`src/rtl/booth_pair_divider_if.sv`:
```
// Start/done handshake and operand/result bus for the sequential divider.
interface booth_pair_divider_if #(parameter int WIDTH = 8);
  logic             go;
  logic [WIDTH-1:0] dividend;
  logic [WIDTH-1:0] divisor;
  logic [WIDTH-1:0] quotient;
  logic [WIDTH-1:0] remainder;
  logic             over;
  logic             dz;
  logic [1:0]       state;

  // Controller side: issues operands and go, watches results.
  modport master (output go, dividend, divisor,
                  input  quotient, remainder, over, dz, state);
  // Divider side.
  modport slave  (input  go, dividend, divisor,
                  output quotient, remainder, over, dz, state);
endinterface

```
`src/rtl/booth_pair_divider.sv`:
```
// Unsigned restoring divider, one quotient bit per clock.
// Shares the go/over/state handshake with the Booth multiplier.
module booth_pair_divider #(
  parameter int WIDTH = 8
) (
  input  logic                 clk,
  input  logic                 rst,
  booth_pair_divider_if.slave  bus
);
  localparam int CW = $clog2(WIDTH + 1);
  localparam logic [CW-1:0] LAST = CW'(WIDTH - 1);

  typedef enum logic [1:0] {IDLE = 2'd0, RUN = 2'd1, DONE = 2'd2} state_t;

  state_t           state_q, state_d;
  logic [WIDTH-1:0] q_q, q_d;       // dividend shifts out, quotient shifts in
  logic [WIDTH:0]   rem_q, rem_d;   // one guard bit so the trial can go negative
  logic [WIDTH-1:0] dvs_q, dvs_d;
  logic [CW-1:0]    cnt_q, cnt_d;
  logic             dz_q, dz_d;

  logic [WIDTH:0]   t, trial;

  // Shift the next dividend bit into the partial remainder and try a subtract.
  assign t     = {rem_q[WIDTH-1:0], q_q[WIDTH-1]};
  assign trial = t - {1'b0, dvs_q};

  // State and datapath registers; rst wins over everything.
  always_ff @(posedge clk) begin
    if (rst) begin
      state_q <= IDLE;
      q_q     <= '0;
      rem_q   <= '0;
      dvs_q   <= '0;
      cnt_q   <= '0;
      dz_q    <= 1'b0;
    end else begin
      state_q <= state_d;
      q_q     <= q_d;
      rem_q   <= rem_d;
      dvs_q   <= dvs_d;
      cnt_q   <= cnt_d;
      dz_q    <= dz_d;
    end
  end

  // Next-state and datapath update; everything holds unless a state acts on it.
  always_comb begin
    state_d = state_q;
    q_d     = q_q;
    rem_d   = rem_q;
    dvs_d   = dvs_q;
    cnt_d   = cnt_q;
    dz_d    = dz_q;
    case (state_q)
      IDLE: begin
        if (bus.go) begin
          cnt_d = '0;
          if (bus.divisor != '0) begin
            dvs_d   = bus.divisor;
            q_d     = bus.dividend;
            rem_d   = '0;
            dz_d    = 1'b0;
            state_d = RUN;
          end else begin
            // Divide-by-zero: publish the saturated result without iterating.
            q_d     = '1;
            rem_d   = {1'b0, bus.dividend};
            dz_d    = 1'b1;
            state_d = DONE;
          end
        end
      end
      RUN: begin
        cnt_d = cnt_q + CW'(1);
        if (!trial[WIDTH]) begin
          rem_d = trial;
          q_d   = {q_q[WIDTH-2:0], 1'b1};
        end else begin
          rem_d = t;
          q_d   = {q_q[WIDTH-2:0], 1'b0};
        end
        if (cnt_q == LAST) state_d = DONE;
      end
      DONE: begin
        // Hold until go drops so a held go cannot retrigger.
        if (!bus.go) state_d = IDLE;
      end
      default: state_d = IDLE;
    endcase
  end

  assign bus.quotient  = q_q;
  assign bus.remainder = rem_q[WIDTH-1:0];
  assign bus.dz        = dz_q;
  assign bus.over      = (state_q == DONE);
  assign bus.state     = state_q;

endmodule
```
`src/flat_wrapper.sv`:
```
// flat-port wrapper written by rule: the top's interface ports become plain ports
module booth_pair_divider_flat 
#(
  parameter int WIDTH = 8
)
  (clk, rst, bus_go, bus_dividend, bus_divisor, bus_quotient, bus_remainder, bus_over, bus_dz, bus_state);
  booth_pair_divider_if #(.WIDTH(WIDTH)) bus_i ();
  input  logic clk;
  input  logic rst;
  input wire logic [$bits(bus_i.go)-1:0] bus_go;
  input wire logic [$bits(bus_i.dividend)-1:0] bus_dividend;
  input wire logic [$bits(bus_i.divisor)-1:0] bus_divisor;
  output wire logic [$bits(bus_i.quotient)-1:0] bus_quotient;
  output wire logic [$bits(bus_i.remainder)-1:0] bus_remainder;
  output wire logic [$bits(bus_i.over)-1:0] bus_over;
  output wire logic [$bits(bus_i.dz)-1:0] bus_dz;
  output wire logic [$bits(bus_i.state)-1:0] bus_state;
  assign bus_i.go = bus_go;
  assign bus_i.dividend = bus_dividend;
  assign bus_i.divisor = bus_divisor;
  assign bus_quotient = bus_i.quotient;
  assign bus_remainder = bus_i.remainder;
  assign bus_over = bus_i.over;
  assign bus_dz = bus_i.dz;
  assign bus_state = bus_i.state;
  booth_pair_divider #(.WIDTH(WIDTH)) u_core (.clk(clk), .rst(rst), .bus(bus_i));
endmodule
```
`config.mk`:
```
export PLATFORM = sky130hd
export DESIGN_NAME = booth_pair_divider_flat
export DESIGN_NICKNAME = d
export VERILOG_FILES = /design/src/rtl/booth_pair_divider_if.sv /design/src/rtl/booth_pair_divider.sv /design/src/flat_wrapper.sv
export SDC_FILE = /design/constraint.sdc
export NUM_CORES = 1
export LEC_CHECK = 0
export CAP_MARGIN = 30
export CORE_ASPECT_RATIO = 1.4
export CORE_MARGIN = 2
export CORE_UTILIZATION = 50
export DETAILED_ROUTE_END_ITERATION = 8
export PLACE_DENSITY_LB_ADDON = 0.2
export SYNTH_ARGS = -nofsm -noshare
export SYNTH_HDL_FRONTEND = slang
export SYNTH_SLANG_ARGS = --single-unit
```
`constraint.sdc`:
```
create_clock -name clk -period 3 [get_ports clk]
set_input_delay 0.75 -clock clk [delete_from_list [all_inputs] [get_ports clk]]
set_output_delay 0.75 -clock clk [all_outputs]
set_load 0.03 [all_outputs]
```
## Yosys cells after proc, flatten, opt, wreduce, memory -nomap -nowiden

Index checks and enable logic that the tools add are counted.

| storage, ports and cells | value |
|---|---|
| input bits | 19 |
| word-level logic and storage cells | 37 |
| output and inout bits | 20 |
| latch bits | 0 |
| memory bits (writable) | 0 |
| register bits | 31 |
| memories | 0 |
| bits in read-only memories | 0 |

| operators by class | value |
|---|---|
| eq/ne operators | 6 |
| muxes and demuxes | 16 |
| multipliers | 0 |
| order comparisons | 0 |
| reductions and logical operators | 7 |
| shift-type cells | 0 |
| add/subtract/negate cells | 2 |
| div/mod/pow operators | 0 |
| bitwise operators | 0 |

Operators with widths:

| cell | count |
|---|---|
| $mux 8 | 5 |
| $pmux 8 s2 | 2 |
| $sub 9x8->9 | 1 |
| $mux 2 | 4 |
| $pmux 4 s2 | 1 |
| $reduce_bool 8->1 | 1 |
| $pmux 2 s3 | 1 |
| $reduce_and 3->1 | 2 |
| $add 4x1->4 const B | 1 |
| $eq 4x3->1 const B | 1 |
| $mux 4 | 1 |
| $ne 2x2->1 const B | 2 |
| $reduce_and 2->1 | 2 |
| $eq 2x1->1 const B | 1 |
| $eq 2x2->1 const B | 1 |
| $logic_not 2->1 | 1 |
| $mux 1 | 2 |
| $ne 2x1->1 const B | 1 |
| $reduce_bool 2->1 | 1 |

## Logic depth before layout (Yosys ltp)

| depth | value |
|---|---|
| word-level depth | 4 |
| mapped depth | 10 |
| gate-level depth less buffers | 9 |

## Least setup slack after synthesis

OpenSTA, ideal clock, no wires.

| timing path | value |
|---|---|
| kind | flip-flop to flip-flop |
| from | register u_core.q_q[7], in the netlist u_core.bus.quotient[7] |
| to | register u_core.rem_q[3] |
| arrival | 2222 ps |
| period minus slack after synthesis | 2344 ps |
| data required time | 2878 ps |
| buffers on the path | 1 |
| cell stages (with the launch flop) | 11 |
| path slack | 656 ps |
| library setup time | 122 ps |
| cells stage by stage | dfxtp_1 > inv_1 > ha_1 > inv_1 > fa_1 > a211oi_1 > nor3_2 > mux2i_1 > or2_0 > clkbuf_1 > a311o_1 |

| on the way | value |
|---|---|
| longest elaborated chain between the ends | 3 |

Ends and longest elaborated chain:

| what | RTL line | RTL |
|---|---|---|
| start: declaration | booth_pair_divider.sv:16 | `logic [WIDTH-1:0] q_q, q_d;` |
| start signal: assignment | booth_pair_divider.sv:39 | `q_q <= q_d;` |
| $sub 9x8->9 | booth_pair_divider.sv:26 | `assign trial = t - {1'b0, dvs_q};` |
| $mux 8 | booth_pair_divider.sv:76 | `if (!trial[WIDTH]) begin` |
| $pmux 8 s2 | booth_pair_divider.sv:55 | `case (state_q)` |
| end signal: assignment | booth_pair_divider.sv:40 | `rem_q <= rem_d;` |
| end: declaration | booth_pair_divider.sv:17 | `logic [WIDTH:0] rem_q, rem_d;` |

No other way between the ends.
A chain may end at the register's enable or synchronous reset.

## Final worst setup path

| timing path | value |
|---|---|
| from | register u_core.q_q[7], in the netlist u_core.bus.quotient[7] |
| to | register u_core.rem_q[6] |

The elaborated chain is that of the path after synthesis.

==> impl_results.md <==
* WL/cell at 14.5 µm
* Final design utilization at 67.5%
* Net Sw Power at 0.000426 W
* Quantity of hold-fixing buffers added after cts at 0
* Drt first pass iters at 4
* Switch share at 35.3%
* Setup slack at placement at 0.359 ns
* Pin count of the biggest net entering global routing at 38
* CTS resizes at 0
* Die height at 75.1 µm
* Chip width at 54.8 µm
* CORE AREA at 3410 µm²
* Sink Count at 31
* Yosys top cell by area: dfxtp_1
* Reg-to-reg critical path endpoint: u_core.rem_q[6]
* Worst Tran Pin Value at 0.647 ns
* Clock power share at 25.8%
* R2R setup slack at 0.52 ns
* Most frequent cells in the layout: clkdlybuf4s50_1 (38), dfxtp_1 (31), nand2_1 (28), a21oi_1 (26), nor2_1 (16)
* GRT overflow at 0
* Clock Path Buffers at 2
* Final estimated routing congestion in global placement at 0.821
* First-pass GRT wire length at 7030 µm
* RSZ-0062 raised after global routing: false
* Status: finished clean
* Critical Path RT at 3.16 ns
* Setup slack after layout at 0.521 ns
* Antenna Nets Post-Route at 0
* Slew HR at 56.8%
* Fillers at 303
* Worst skew pair latency at 0.28 ns
* Max FO, Critical Path at 7
* Drc violations at 0
* TNS Setup at 0 ns
* FF-to-FF path depth at 9
* Worst Hold End: u_core.dvs_q[5]
* Worst Skew at 0.00835 ns
* CTS tree: built
* Setup violators final at 0
* Postcts setup bufs at 0
* Port buffer count at 38
* Area of the mapped netlist at 1800 µm²
* Power Dens Cells at 526 nW/µm²
* Seq/Total Area, Yosys at 34.4%
* Internal power at 0.000783 W
* Initial drt markers at 45
* Total die area at 4110 µm²
* Area grow syn2layout at 27.6%
* FF/Latch Area at 621 µm²
* Hold Fails Final Rpt at 0
* Most common cell after layout, fill and taps aside: clkdlybuf4s50_1
* Total number of H-tree levels at 2
* Tmin final at 2.48 ns
* Flop pwr share at 38.9%
* Yosys warns at 0
* Slew Limit Fails at 0
* Layout cells sized above 1 at 8.43%
* Critical path capture point type: flip-flop
* Clk Tree Root Cell: clkbuf_8
* Combinational Power Share at 35.3%
* HP Start: u_core.dvs_q[5]
* Area occupied by multi-input gates at 1090 µm²
* Worst Hold Path Cells at 2
* Synth top area share at 34.4%
* Crit start category: flip-flop
* #FFs+latches synth at 31
* Synth area leaders: dfxtp_1 (34%), a21oi_1 (7.2%), ha_1 (6.2%), nand2_1 (5.8%), o221ai_1 (5.3%)
* Global-route usage over all layers at 23.4%
* Post-synth cell types at 43
* Worst R2R Start: u_core.bus.quotient[7]
* DP Wirelength at 3290 µm
* Num CTS Buffers at 5
* Top Ports at 39
* Final period utilization at 82.6%
* Total wire length at 4380 µm
* Arr. time, crit path at 2.64 ns
* Clk slew on worst S/H paths at 0.07 ns
* Syn avg cell area at 8.09 µm²
* Finished layout cell area at 2300 µm²
* Syn_nets at 252
* FMAX at 403 MHz
* Crit path kind: reg2reg
* DP Area at 2220 µm²
* Post-Syn Instances at 223
* Vias at 1755
* Initial antenna violation count at 0
* Initial Util at 52.9%
* HP Class: reg2reg
* # Max-Cap Violations at 0
* Lkg Pwr at 0.827 nW
* Worst vdd ir at 0.000355 V
* Nets at 289
* ANT cells at 0
* Vias per std cell at 5.83
* Vias in the first global route at 1679
* Row Count at 25
==> worst max-delay path, stage by stage (launching register included) <==
cell	delay (ns)
dfxtp_1	0.33
inv_1	0.09
ha_1	0.17
inv_1	0.05
fa_1	0.41
a211oi_1	0.36
nor3_2	0.10
mux2i_1	0.15
or2_0	0.37
a311o_1	0.32
==> power groups by stage <==
stage | sequential, W | combinational [W] | clock, W
after global placement | 0.000479 | 0.000419 | 0
after CTS | 0.000470 | 0.000426 | 0.000319
after global routing | 0.000475 | 0.000465 | 0.000335
after detailed placement | 0.000480 | 0.000422 | 0
after floorplan | 0.000517 | 0.000252 | 0
final | 0.000471 | 0.000427 | 0.000312
==> worst max path at each step <==
stage                                 startpoint         endpoint  slack (ns)
after floorplan           u_core.bus.quotient[7]  u_core.rem_q[3]        0.66
after global routing      u_core.bus.quotient[7]  u_core.rem_q[3]        0.37
after global placement            bus_divisor[4]  u_core.rem_q[7]        0.40
final                     u_core.bus.quotient[7]  u_core.rem_q[6]        0.52
after detailed placement          bus_divisor[4]  u_core.rem_q[7]        0.36
after CTS                 u_core.bus.quotient[7]  u_core.rem_q[6]        0.50
==> synthesized netlist by cell type (all sizes together) <==
master  instances
dfxtp          31
nand2          30
a21oi          26
nor2           16
o221ai         11
a22oi          10
clkbuf         10
inv            10
ha              9
o21ai           9
nor3            7
nand3b          5
nor2b           5
or2             5
nand2b          4
o211ai          4
xnor2           4
a311o           3
buf             3
a211oi          2
nand3           2
or3             2
or4             2
a211o           1
a21o            1
a31oi           1
fa              1
mux2            1
mux2i           1
nand4           1
nand4b          1
nor3b           1
o21bai          1
o311ai          1
or3b            1
xor2            1
==> per-stage QoR <==
step	power, W	hold WS (ns)	std cells
detailed placement	0.000902	0.448	293
global placement	0.000897	0.444	293
CTS	0.00121	0.457	301
finish	0.00121	0.457	301
global route	0.00128	0.483	301
floorplan	0.000769	0.436	223
==> state kept, by name, summed over array words and instances (netlist names) <==
register	cells
u_core.bus.dz	1
u_core.bus.quotient	8
u_core.bus.state	2
u_core.cnt_q	4
u_core.dvs_q	8
u_core.rem_q	8
==> per-layer routing <==
metal / wire (µm) / global-route usage [%]
met5: 0 / 0
met4: 125 / 11.4
met3: 165 / 4.76
met2: 2190 / 41.0
met1: 1900 / 26.0
==> final cells by class <==
cell class | instances | area share, %
multi-input combinational | 169 | 47.5
sequential | 31 | 27.0
timing repair buffer | 43 | 18.2
clock buffer | 7 | 3.32
tap | 40 | 2.18
inverter | 10 | 1.63
clock inverter | 1 | 0.218
==> kinds of logic after synthesis <==
| family | count (synthesis) | share of synthesized area [%] |
|---|---|---|
| adders and majority gates | 10 | 7.36 |
| AOI/OAI and AO/OA | 70 | 25.8 |
| buffers and inverters | 23 | 4.93 |
| muxes | 2 | 1.18 |
| xor gates and xnor gates | 5 | 2.43 |
| DFF | 31 | 34.4 |
| and+or+nand+nor | 82 | 23.9 |
No activity file was read; power rests on OpenSTA's default activity.
